`config.mk`:
```
export PLATFORM = sky130hd
export DESIGN_NAME = barrel_shifter
export DESIGN_NICKNAME = d
export VERILOG_FILES = /design/src/rtl/barrel_shifter.sv
export SDC_FILE = /design/constraint.sdc
export NUM_CORES = 1
export LEC_CHECK = 0
export CAP_MARGIN = 20
export CORE_AREA = 2 2 39 41
export CTS_CLUSTER_DIAMETER = 40
export CTS_CLUSTER_SIZE = 30
export DETAILED_ROUTE_END_ITERATION = 16
export DIE_AREA = 0 0 41 43
export DONT_BUFFER_PORTS = 1
export PLACE_DENSITY_LB_ADDON = 0.1
export SYNTH_ARGS = -nofsm -noshare
export SYNTH_HDL_FRONTEND = slang
export SYNTH_HIERARCHICAL = 1
export SYNTH_SLANG_ARGS = --single-unit
```
`constraint.sdc`:
```
create_clock -name clk -period 2.1 [get_ports clk]
set_input_delay 0.21 -clock clk [delete_from_list [all_inputs] [get_ports clk]]
set_output_delay 0.21 -clock clk [all_outputs]
set_load 0.005 [all_outputs]
```
`src/rtl/barrel_shifter.sv`:
```
// 8-bit logical right shifter: three cascaded rows of 2:1 muxes (shift by 1, 2, 4)
// feeding a single output register with synchronous active-high reset.

module barrel_shifter_mux2 (
  input  logic a,
  input  logic b,
  input  logic sel,
  output logic y
);

  always_comb begin
    y = sel ? b : a;
  end

endmodule

module barrel_shifter (
  input  logic       clk,
  input  logic       rst,
  input  logic [7:0] datain,
  input  logic [2:0] shift,
  output logic [7:0] dataout
);

  localparam int unsigned Width  = 8;
  localparam int unsigned Stages = 3;

  // stg[0] is the operand, stg[s+1] is the output of stage s.
  logic [Stages:0][Width-1:0] stg;
  logic [Width-1:0]           dataout_d;
  logic [Width-1:0]           dataout_q;

  assign stg[0] = datain;

  for (genvar s = 0; s < Stages; s++) begin : g_stage
    localparam int unsigned Dist = 1 << s;
    for (genvar i = 0; i < Width; i++) begin : g_bit
      logic hi;
      // Bits that would pull from beyond the MSB take a zero instead.
      if (i + Dist < Width) begin : g_src
        assign hi = stg[s][i+Dist];
      end else begin : g_fill
        assign hi = 1'b0;
      end

      barrel_shifter_mux2 u_mux (
        .a   (stg[s][i]),
        .b   (hi),
        .sel (shift[s]),
        .y   (stg[s+1][i])
      );
    end
  end

  always_comb begin
    dataout_d = stg[Stages];
  end

  always_ff @(posedge clk) begin
    if (rst) begin
      dataout_q <= '0;
    end else begin
      dataout_q <= dataout_d;
    end
  end

  assign dataout = dataout_q;

endmodule

```
=== After elaboration in Yosys (flattened, before gate mapping) ===
Cells that the tools add are included.
W data, S select, Z words.

* Flip-flop bits (word level): 8
* Input bits: 13
* Output and inout bits: 8
* Logic and storage cells: 23

* Mux-type cells: 20
* Reduce and logical (&&, ||, !) cells: 1

{| class="wikitable"
|+ Operator list
! cell !! count
|-
| $mux W1 || 20
|-
| $reduce_or A2 Y1 || 1
|}

=== Logic depth before layout (Yosys ltp) ===
Gate-level depths: netlist (run 1).

* Word-level depth: 3
* Depth in mapped cells: 4
* Gate-level depth less buffers: 4

=== Cells and area by module ===
Netlist (run 1), hierarchy kept.

{| class="wikitable"
|+ By module, submodules not included
! module !! instances !! cells an instance !! area an instance (µm²) !! sequential area each (µm²)
|-
| barrel_shifter_mux2 || 24 || 1 || 15.0 || 0.0
|-
| barrel_shifter || 1 || 17 || 214.0 || 160.2
|}

=== Worst setup path after synthesis (run 1) ===
No wires, ideal clock.

* Path kind: input-to-reg
* Start point: in shift[0]
* End point: reg dataout_q[4], in the netlist dataout[4]
* Library setup time: 0.114 ns
* Data arrival time: 1.130 ns
* Data required time: 1.986 ns
* Path slack: 0.856 ns
* Stages: 4
* Path buffers: 0
* Path through: mux2_4 mux2_4 mux2_4 nor2b_1

* Word-level cells in the longest chain between the ends: 2
* Elaborated cells between the ends (all ways): 3
* Classes of those cells: 3 x mux

{| class="wikitable"
|+ Ends and longest elaborated chain
! item !! RTL line !! text
|-
| start, declared || 21 || <nowiki>input logic [2:0] shift,</nowiki>
|-
| $mux W1 || 12 || <nowiki>y = sel ? b : a;</nowiki>
|-
| $mux W1 * || 12 ||
|-
| net g_stage[2].g_bit[0].hi || 38 || <nowiki>logic hi;</nowiki>
|-
| end signal, assigned || 63 || <nowiki>dataout_q <= dataout_d;</nowiki>
|-
| end, declared || 31 || <nowiki>logic [Width-1:0] dataout_q;</nowiki>
|}

The timed path passes the listed nets; every way through them passes the cells marked *.
A chain may end at the register's enable or synchronous reset.

=== Worst setup path in the final report (run 1) ===
* Start point: in shift[0]
* End point: reg dataout_q[6], in the netlist dataout[6]

* Word-level cells in the longest chain between the ends: 2

{| class="wikitable"
|+ Ends and longest elaborated chain
! item !! RTL line
|-
| $mux W1 (2 in series) || 12
|-
| net g_stage[2].g_bit[2].hi || 38
|}

The timed path passes the listed nets, and every way through them passes these cells.

==> results.sh, run 1 <==
export IMPL_run_status="finished, final reports clean"
export IMPL_yosysUniqueCellTypes=4
export IMPL_endpoint_kind="flop"
export IMPL_worst_ir_drop_on_vdd_v=0.000159
export IMPL_detail_route_wl_per_cell_um=10.1
export IMPL_grt_first_pass_wirelength_mm=1.01
export IMPL_diodes=0
export IMPL_syn_inst=41
export IMPL_flow_area_growth_from_synthesis_pct=11.3
export IMPL_leakagePower_nw=0.318
export IMPL_fin_max_slew_vios=0
export IMPL_post_route_period_util=0.484
export IMPL_crit_path_start="shift[0]"
export IMPL_route_detailed_vias_per_inst=4.76
export IMPL_tritoncts_num_buffers=3
export IMPL_layout_setup_ws_ps=1080
export IMPL_post_route_cells_drive_above_1_share=0.540
export IMPL_die_h_um=43
export IMPL_grt_pass1_vias=302
export IMPL_num_nets_final=65
export IMPL_finalWirelength_um=664
export IMPL_seq_area_frac_synth=0.279
export IMPL_design_core_area_um2=1380
export IMPL_clkSinkCount=8
export IMPL_dpl_worst_slack_ps=823
export IMPL_final_seq_area_um2=160
export IMPL_grt_start_max_net_pins=9
export IMPL_die_area_um2=1760
export IMPL_first_iter_violations=0
export IMPL_critPathMaxFanout=8
export IMPL_synthesis_area_um2=574
export IMPL_fillerInstances=133
export IMPL_post_synth_cell_area_avg_um2=14.0
export IMPL_hold_path_class="in2reg"
export IMPL_port_buffers=0
export IMPL_cts_tree="built"
export IMPL_min_period_ps=1020
export IMPL_final_cell_area_um2=639
export IMPL_drv_max_cap_violation_count=0
export IMPL_grt_antenna_before_repair=0
export IMPL_cts_root_buffer_cell="sky130_fd_sc_hd__clkbuf_4"
export IMPL_cp_start_kind="primary input"
export IMPL_multiInputGateArea_um2=437
export IMPL_die_width_um=41
export IMPL_hold_viol_final=0
export IMPL_post_route_util=0.462
export IMPL_min_delay_worst_endpoint="dataout[2]"
export IMPL_worst_setup_hold_path_clk_slew_ps=50
export IMPL_layout_cells_most_common_list="24 x sky130_fd_sc_hd__mux2_4, 8 x sky130_fd_sc_hd__nor2b_1, 8 x sky130_fd_sc_hd__dfxtp_1"
export IMPL_timing_hold_worst_start="rst"
export IMPL_dr_pass1_iters=1
export IMPL_placed_standard_cell_area_um2=617
export IMPL_critPathRequiredTime_ps=2240
export IMPL_fp_row_count=14
export IMPL_top_level_ports=21
export IMPL_fin_tns_setup_ps=0
export IMPL_post_route_drc_count=0
export IMPL_power_per_cell_area_nw_per_um2=576
export IMPL_routabilityCongestion=0.687
export IMPL_h_tree_depth=1
export IMPL_synth_warnings=6
export IMPL_final_antenna_net_count=0
export IMPL_hold_path_cell_count=1
export IMPL_setup_viol_count_final=0
export IMPL_start_util=0.415
export IMPL_rsz_0062_raised_after_global_routing="false"
export IMPL_number_of_flip_flops_under_the_largest_register_name=8
export IMPL_groute_usage_overall=0.0849
export IMPL_mostFrequentLayoutCell="sky130_fd_sc_hd__mux2_4"
export IMPL_cts_resized=0
export IMPL_number_of_flip_flops_and_latches_in_the_synthesized_netlist=8
export IMPL_postCtsSetupBuffers=0
export IMPL_fmax_ghz=0.983
export IMPL_hold_buffers=0
export IMPL_cp_arrival_ps=1150
export IMPL_globalRouteOverflowTotal=0
export IMPL_vias=314
export IMPL_max_clock_path_buffers=2
export IMPL_criticalPathCategory="in2reg"
==> final cells by class <==
type,count,share of cell area
clock buffers,3,0.0352
multi-input cells,39,0.683
flip-flops and latches,8,0.250
well taps,16,0.0313
==> stage by stage <==
stage	cells	power [mW]	hold WS, ps
final	66	0.369	31.8
after global routing	66	0.386	22.8
after CTS	66	0.376	21.9
after detailed placement	63	0.266	284
after global placement	63	0.264	283
after floorplan	47	0.259	282
==> metal layers <==
layer  global-route usage  vias up  part of all wire
met5                    0        -                 0
met4                0.100        0                 0
met3               0.0157        0              0.15
met2                0.141       20              0.57
met1               0.0696      137              0.28
li1                     -      157                 -
==> power breakdown <==
group | internal, mW | total (mW) | switching (mW)
Combinational | 0.0730 | 0.0905 | 0.0175
Clock | 0.0647 | 0.107 | 0.0422
Sequential | 0.166 | 0.171 | 0.00563
==> cells in the mapped netlist <==
cell	n	area share
sky130_fd_sc_hd__mux2_4	24	0.63
sky130_fd_sc_hd__dfxtp_1	8	0.28
sky130_fd_sc_hd__nor2b_1	8	0.087
sky130_fd_sc_hd__conb_1	1	0.0065
==> cell families after synthesis <==
kind of cell,count (synthesis),share of synthesized area
flip-flops,8,0.279
AND/OR/NAND/NOR,8,0.0871
other,1,0.00653
multiplexers,24,0.627
==> worst max-delay path, stage by stage <==
cell                      delay, ps
sky130_fd_sc_hd__mux2_4         280
sky130_fd_sc_hd__mux2_4         270
sky130_fd_sc_hd__mux2_4         260
sky130_fd_sc_hd__nor2b_1        130
==> worst max-delay path by stage <==
stage / slack, ps / endpoint / depth (start not counted)
CTS: 1090 / dataout[6] / 4
global placement: 840 / dataout[4] / 4
global route: 1070 / dataout[7] / 4
detailed placement: 820 / dataout[6] / 4
finish: 1080 / dataout[6] / 4
floorplan: 860 / dataout[4] / 4
(Power assumes the default switching activity.)
==> inputs of run 2 (changes only) <==
==> constraint.sdc (replaced) <==
create_clock -name clk -period 0.8 [get_ports clk]
set_input_delay 0.08 -clock clk [delete_from_list [all_inputs] [get_ports clk]]
set_output_delay 0.08 -clock clk [all_outputs]
set_load 0.005 [all_outputs]
==> results.sh, run 2 (synthesized netlist as in run 1, its figures left out) <==
export IMPL_detail_route_wl_per_cell_um=10.1
export IMPL_die_width_um=41
export IMPL_totalPowerFinal_uw=978
export IMPL_crit_chain="mux2_4 > mux2_4 > mux2_4 > nor2b_1"
export IMPL_number_of_flip_flops_under_the_largest_register_name=8
export IMPL_dr_pass1_iters=1
export IMPL_h_tree_depth=1
export IMPL_fin_max_slew_vios=0
export IMPL_min_period_ps=884
export IMPL_final_cell_area_um2=654
export IMPL_cts_root_buffer_cell="sky130_fd_sc_hd__clkbuf_4"
export IMPL_route_detailed_vias_per_inst=4.70
export IMPL_groute_usage_overall=0.0849
export IMPL_post_route_drc_count=0
export IMPL_timing_hold_ws_ps=-104
export IMPL_cp_arrival_ps=1020
export IMPL_layout_setup_ws_ps=-84.0
export IMPL_die_h_um=43
export IMPL_critical_path_most_common_cell="sky130_fd_sc_hd__mux2_4"
export IMPL_first_iter_violations=0
export IMPL_fmax_ghz=1.13
export IMPL_design_core_area_um2=1380
export IMPL_grt_antenna_before_repair=0
export IMPL_run_status="finished with violations"
export IMPL_grt_start_max_net_pins=9
export IMPL_post_route_cells_drive_above_1_share=0.580
export IMPL_placed_standard_cell_area_um2=617
export IMPL_num_nets_final=65
export IMPL_leakagePower_nw=0.328
export IMPL_diodes=0
export IMPL_max_clock_path_buffers=2
export IMPL_drv_max_cap_violation_count=0
export IMPL_layout_cells_most_common_list="24 x sky130_fd_sc_hd__mux2_4, 8 x sky130_fd_sc_hd__dfxtp_1, 7 x sky130_fd_sc_hd__conb_1"
export IMPL_tritoncts_num_buffers=3
export IMPL_endpoint_kind="flop"
export IMPL_top_level_ports=21
export IMPL_final_antenna_net_count=0
export IMPL_fillerInstances=131
export IMPL_cpPeakStageDelay_ps=280
export IMPL_worst_path_dominant_cell_family="multiplexers"
export IMPL_cp_start_kind="primary input"
export IMPL_critPathRequiredTime_ps=940
export IMPL_hold_path_class="in2reg"
export IMPL_fin_tns_setup_ps=-609
export IMPL_port_buffers=0
export IMPL_hold_viol_final=8
export IMPL_vias=310
export IMPL_grt_pass1_vias=302
export IMPL_postCtsSetupBuffers=0
export IMPL_clkSinkCount=8
export IMPL_multiInputGateArea_um2=452
export IMPL_start_util=0.415
export IMPL_flow_area_growth_from_synthesis_pct=13.9
export IMPL_failing_checks="negative hold slack, negative setup slack"
export IMPL_globalRouteOverflowTotal=0
export IMPL_fp_row_count=14
export IMPL_mostFrequentLayoutCell="sky130_fd_sc_hd__mux2_4"
export IMPL_post_route_period_util=1.11
export IMPL_routabilityCongestion=0.687
export IMPL_die_area_um2=1760
export IMPL_finalWirelength_um=669
export IMPL_power_per_cell_area_nw_per_um2=1490
export IMPL_worst_ir_drop_on_vdd_v=0.000419
export IMPL_criticalPathCategory="in2reg"
export IMPL_worst_path_buf_inv=0
export IMPL_final_seq_area_um2=160
export IMPL_grt_first_pass_wirelength_mm=1.01
export IMPL_cts_tree="built"
export IMPL_slowest_cp_cell="sky130_fd_sc_hd__mux2_4"
export IMPL_rsz_0062_raised_after_global_routing="true"
export IMPL_critPathMaxFanout=8
export IMPL_setup_viol_count_final=8
export IMPL_worst_setup_hold_path_clk_slew_ps=50
[run 2: cell types whose count changed in the layout (fill, tap and decap cells not counted)]
cell	delta
sky130_fd_sc_hd__nor2b_1	-2
sky130_fd_sc_hd__nor2b_4	+2
[run 2: final cells by class]
cell class | instances | share of cell area
multi-input combinational | 39 | 0.690
tap | 16 | 0.0306
clock buffer | 3 | 0.0344
sequential | 8 | 0.245
[run 2: path summary, 6_finish.rpt]
kind	start	to	slack (ps)	cells after the start
min	rst	dataout[6]	-100	1
max	shift[0]	dataout[5]	-80	4
[run 2: what timing repair did]
action                                  in CTS  in global routing
resized for setup                            0                  2
endpoints found under the setup margin       8                  8
hold endpoints to repair                     8                  8
[run 2: metrics by stage]
step,cells,setup slack [ps],utilization
after global placement,63,-334,0.446
after CTS,66,-84.0,0.462
final,66,-84.0,0.473
after floorplan,47,-314,-
after detailed placement,63,-347,0.446
after global routing,66,-99.2,0.473
[run 2: layer usage]
metal / GRT usage / part of all wire / up-vias
li1: - / - / 157
met1: 0.0696 / 0.28 / 133
met2: 0.141 / 0.57 / 20
met3: 0.0157 / 0.15 / 0
met4: 0.100 / 0 / 0
met5: 0 / 0 / -
[run 2: power by group]
group | internal, mW | switching [mW] | leakage (nW)
clock network | 0.170 | 0.111 | 0.0138
logic | 0.201 | 0.0469 | 0.247
registers | 0.435 | 0.0148 | 0.0667
total | 0.806 | 0.172 | 0.328
==> inputs of run 3 (changes only) <==
--- a/config.mk
+++ b/config.mk
@@ -6,11 +6,12 @@
 export NUM_CORES = 1
 export LEC_CHECK = 0
 export CAP_MARGIN = 20
-export CORE_AREA = 2 2 39 41
+export CORE_ASPECT_RATIO = 1.25
+export CORE_MARGIN = 2
+export CORE_UTILIZATION = 30
 export CTS_CLUSTER_DIAMETER = 40
 export CTS_CLUSTER_SIZE = 30
 export DETAILED_ROUTE_END_ITERATION = 16
-export DIE_AREA = 0 0 41 43
 export DONT_BUFFER_PORTS = 1
 export PLACE_DENSITY_LB_ADDON = 0.1
 export SYNTH_ARGS = -nofsm -noshare
==> results.sh, run 3 (synthesized netlist as in run 1, its figures left out) <==
export IMPL_run_status="finished with violations"
export IMPL_failing_checks="negative hold slack, negative setup slack"
export IMPL_die_width_um=43.1
export IMPL_worst_setup_hold_path_clk_slew_ps=50
export IMPL_sw_frac_of_total=0.177
export IMPL_hold_viol_final=8
export IMPL_tritoncts_num_buffers=3
export IMPL_design_core_area_um2=1790
export IMPL_fp_row_count=17
export IMPL_grt_start_max_net_pins=9
export IMPL_drv_max_cap_violation_count=0
export IMPL_power_combinational_fraction=0.259
export IMPL_totalPowerFinal_uw=985
export IMPL_vias=303
export IMPL_worst_path_dominant_cell_family="multiplexers"
export IMPL_grt_antenna_before_repair=0
export IMPL_layout_cells_most_common_list="24 x sky130_fd_sc_hd__mux2_4, 8 x sky130_fd_sc_hd__dfxtp_1, 7 x sky130_fd_sc_hd__conb_1"
export IMPL_fin_max_slew_vios=0
export IMPL_groute_usage_overall=0.0726
export IMPL_cp_start_kind="primary input"
export IMPL_dr_pass1_iters=3
export IMPL_hold_path_class="in2reg"
export IMPL_h_tree_depth=1
export IMPL_timing_hold_ws_ps=-106
export IMPL_critPathMaxFanout=8
export IMPL_seqPwrFrac=0.456
export IMPL_detail_route_wl_per_cell_um=9.99
export IMPL_worst_ir_drop_on_vdd_v=0.000358
export IMPL_rsz_0062_raised_after_global_routing="true"
export IMPL_critical_path_most_common_cell="sky130_fd_sc_hd__mux2_4"
export IMPL_finalWirelength_um=689
export IMPL_die_area_um2=2280
export IMPL_fmax_ghz=1.13
export IMPL_routabilityCongestion=0.648
export IMPL_layout_setup_ws_ps=-86.7
export IMPL_diodes=0
export IMPL_slowest_cp_cell="sky130_fd_sc_hd__mux2_4"
export IMPL_total_switching_power_uw=174
export IMPL_post_route_util=0.373
export IMPL_number_of_flip_flops_under_the_largest_register_name=8
export IMPL_first_iter_violations=1
export IMPL_worst_path_buf_inv=0
export IMPL_power_per_cell_area_nw_per_um2=1480
export IMPL_globalRouteOverflowTotal=0
export IMPL_cts_tree="built"
export IMPL_top_level_ports=21
export IMPL_post_route_period_util=1.11
export IMPL_setup_viol_count_final=8
export IMPL_post_route_drc_count=0
export IMPL_min_period_ps=887
export IMPL_crit_chain="mux2_4 > mux2_4 > mux2_4 > nor2b_4"
export IMPL_endpoint_kind="flop"
export IMPL_start_util=0.321
export IMPL_die_h_um=52.9
export IMPL_grt_pass1_vias=281
export IMPL_cpPeakStageDelay_ps=290
export IMPL_power_clock_fraction=0.284
export IMPL_num_nets_final=65
export IMPL_final_antenna_net_count=0
export IMPL_post_route_cells_drive_above_1_share=0.600
export IMPL_clkSinkCount=8
export IMPL_port_buffers=0
export IMPL_critPathRequiredTime_ps=940
export IMPL_criticalPathCategory="in2reg"
export IMPL_route_detailed_vias_per_inst=4.39
export IMPL_flow_area_growth_from_synthesis_pct=15.9
export IMPL_cts_root_buffer_cell="sky130_fd_sc_hd__clkbuf_4"
export IMPL_leakagePower_nw=0.333
export IMPL_max_clock_path_buffers=2
export IMPL_cp_arrival_ps=1030
export IMPL_grt_first_pass_wirelength_mm=1.12
export IMPL_mostFrequentLayoutCell="sky130_fd_sc_hd__mux2_4"
export IMPL_internal_power_uw=811
## run 3: cell counts in the layout (fill, tap and decap cells not counted)
No cell type changed its count.
## run 3: what timing repair did
action | in CTS | in global routing
endpoints found under the hold margin | 8 | 8
resized for setup | 0 | 4
endpoints found under the setup margin | 8 | 8
cloned | 0 | 0
buffers inserted | 0 | 0
## run 3: power by group through the flow
stage          registers (mW)  clock network [mW]  logic, mW
3_5_place_dp            0.458                   0      0.242
6_report                0.449               0.280      0.255
3_3_place_gp            0.458                   0      0.240
4_1_cts                 0.450               0.302      0.242
5_1_grt                 0.452               0.311      0.278
2_1_floorplan           0.455                   0      0.226
## run 3: cell type report
type	count	area, um2
fillers	195	1120
multi-input cells	39	459
flip-flops and latches	8	160
well taps	19	23.8
clock buffers	3	22.5
## run 3: final timing paths
check	from	to	depth (start not counted)
worst min-delay path	rst	dataout[2]	1
worst max-delay path	shift[0]	dataout[2]	4
## run 3: through the flow
step	std cells	worst slack, ps	setup TNS, ps	hold slack (ps)	instance area [um2]
3_3_place_gp	66	-342	-2660	155	621
5_1_grt	69	-101	-697	-121	666
3_5_place_dp	66	-349	-2680	154	621
4_1_cts	69	-80.9	-547	-113	643
6_report	69	-86.7	-616	-106	666
2_1_floorplan	47	-314	-2470	152	597
## run 3: per-layer routing
metal	track usage	vias to the layer above	routed length, um
met5	0	-	0
li1	-	157	-
met4	0.106	0	10
met2	0.104	20	357
met3	0.0307	2	122
met1	0.0631	124	198
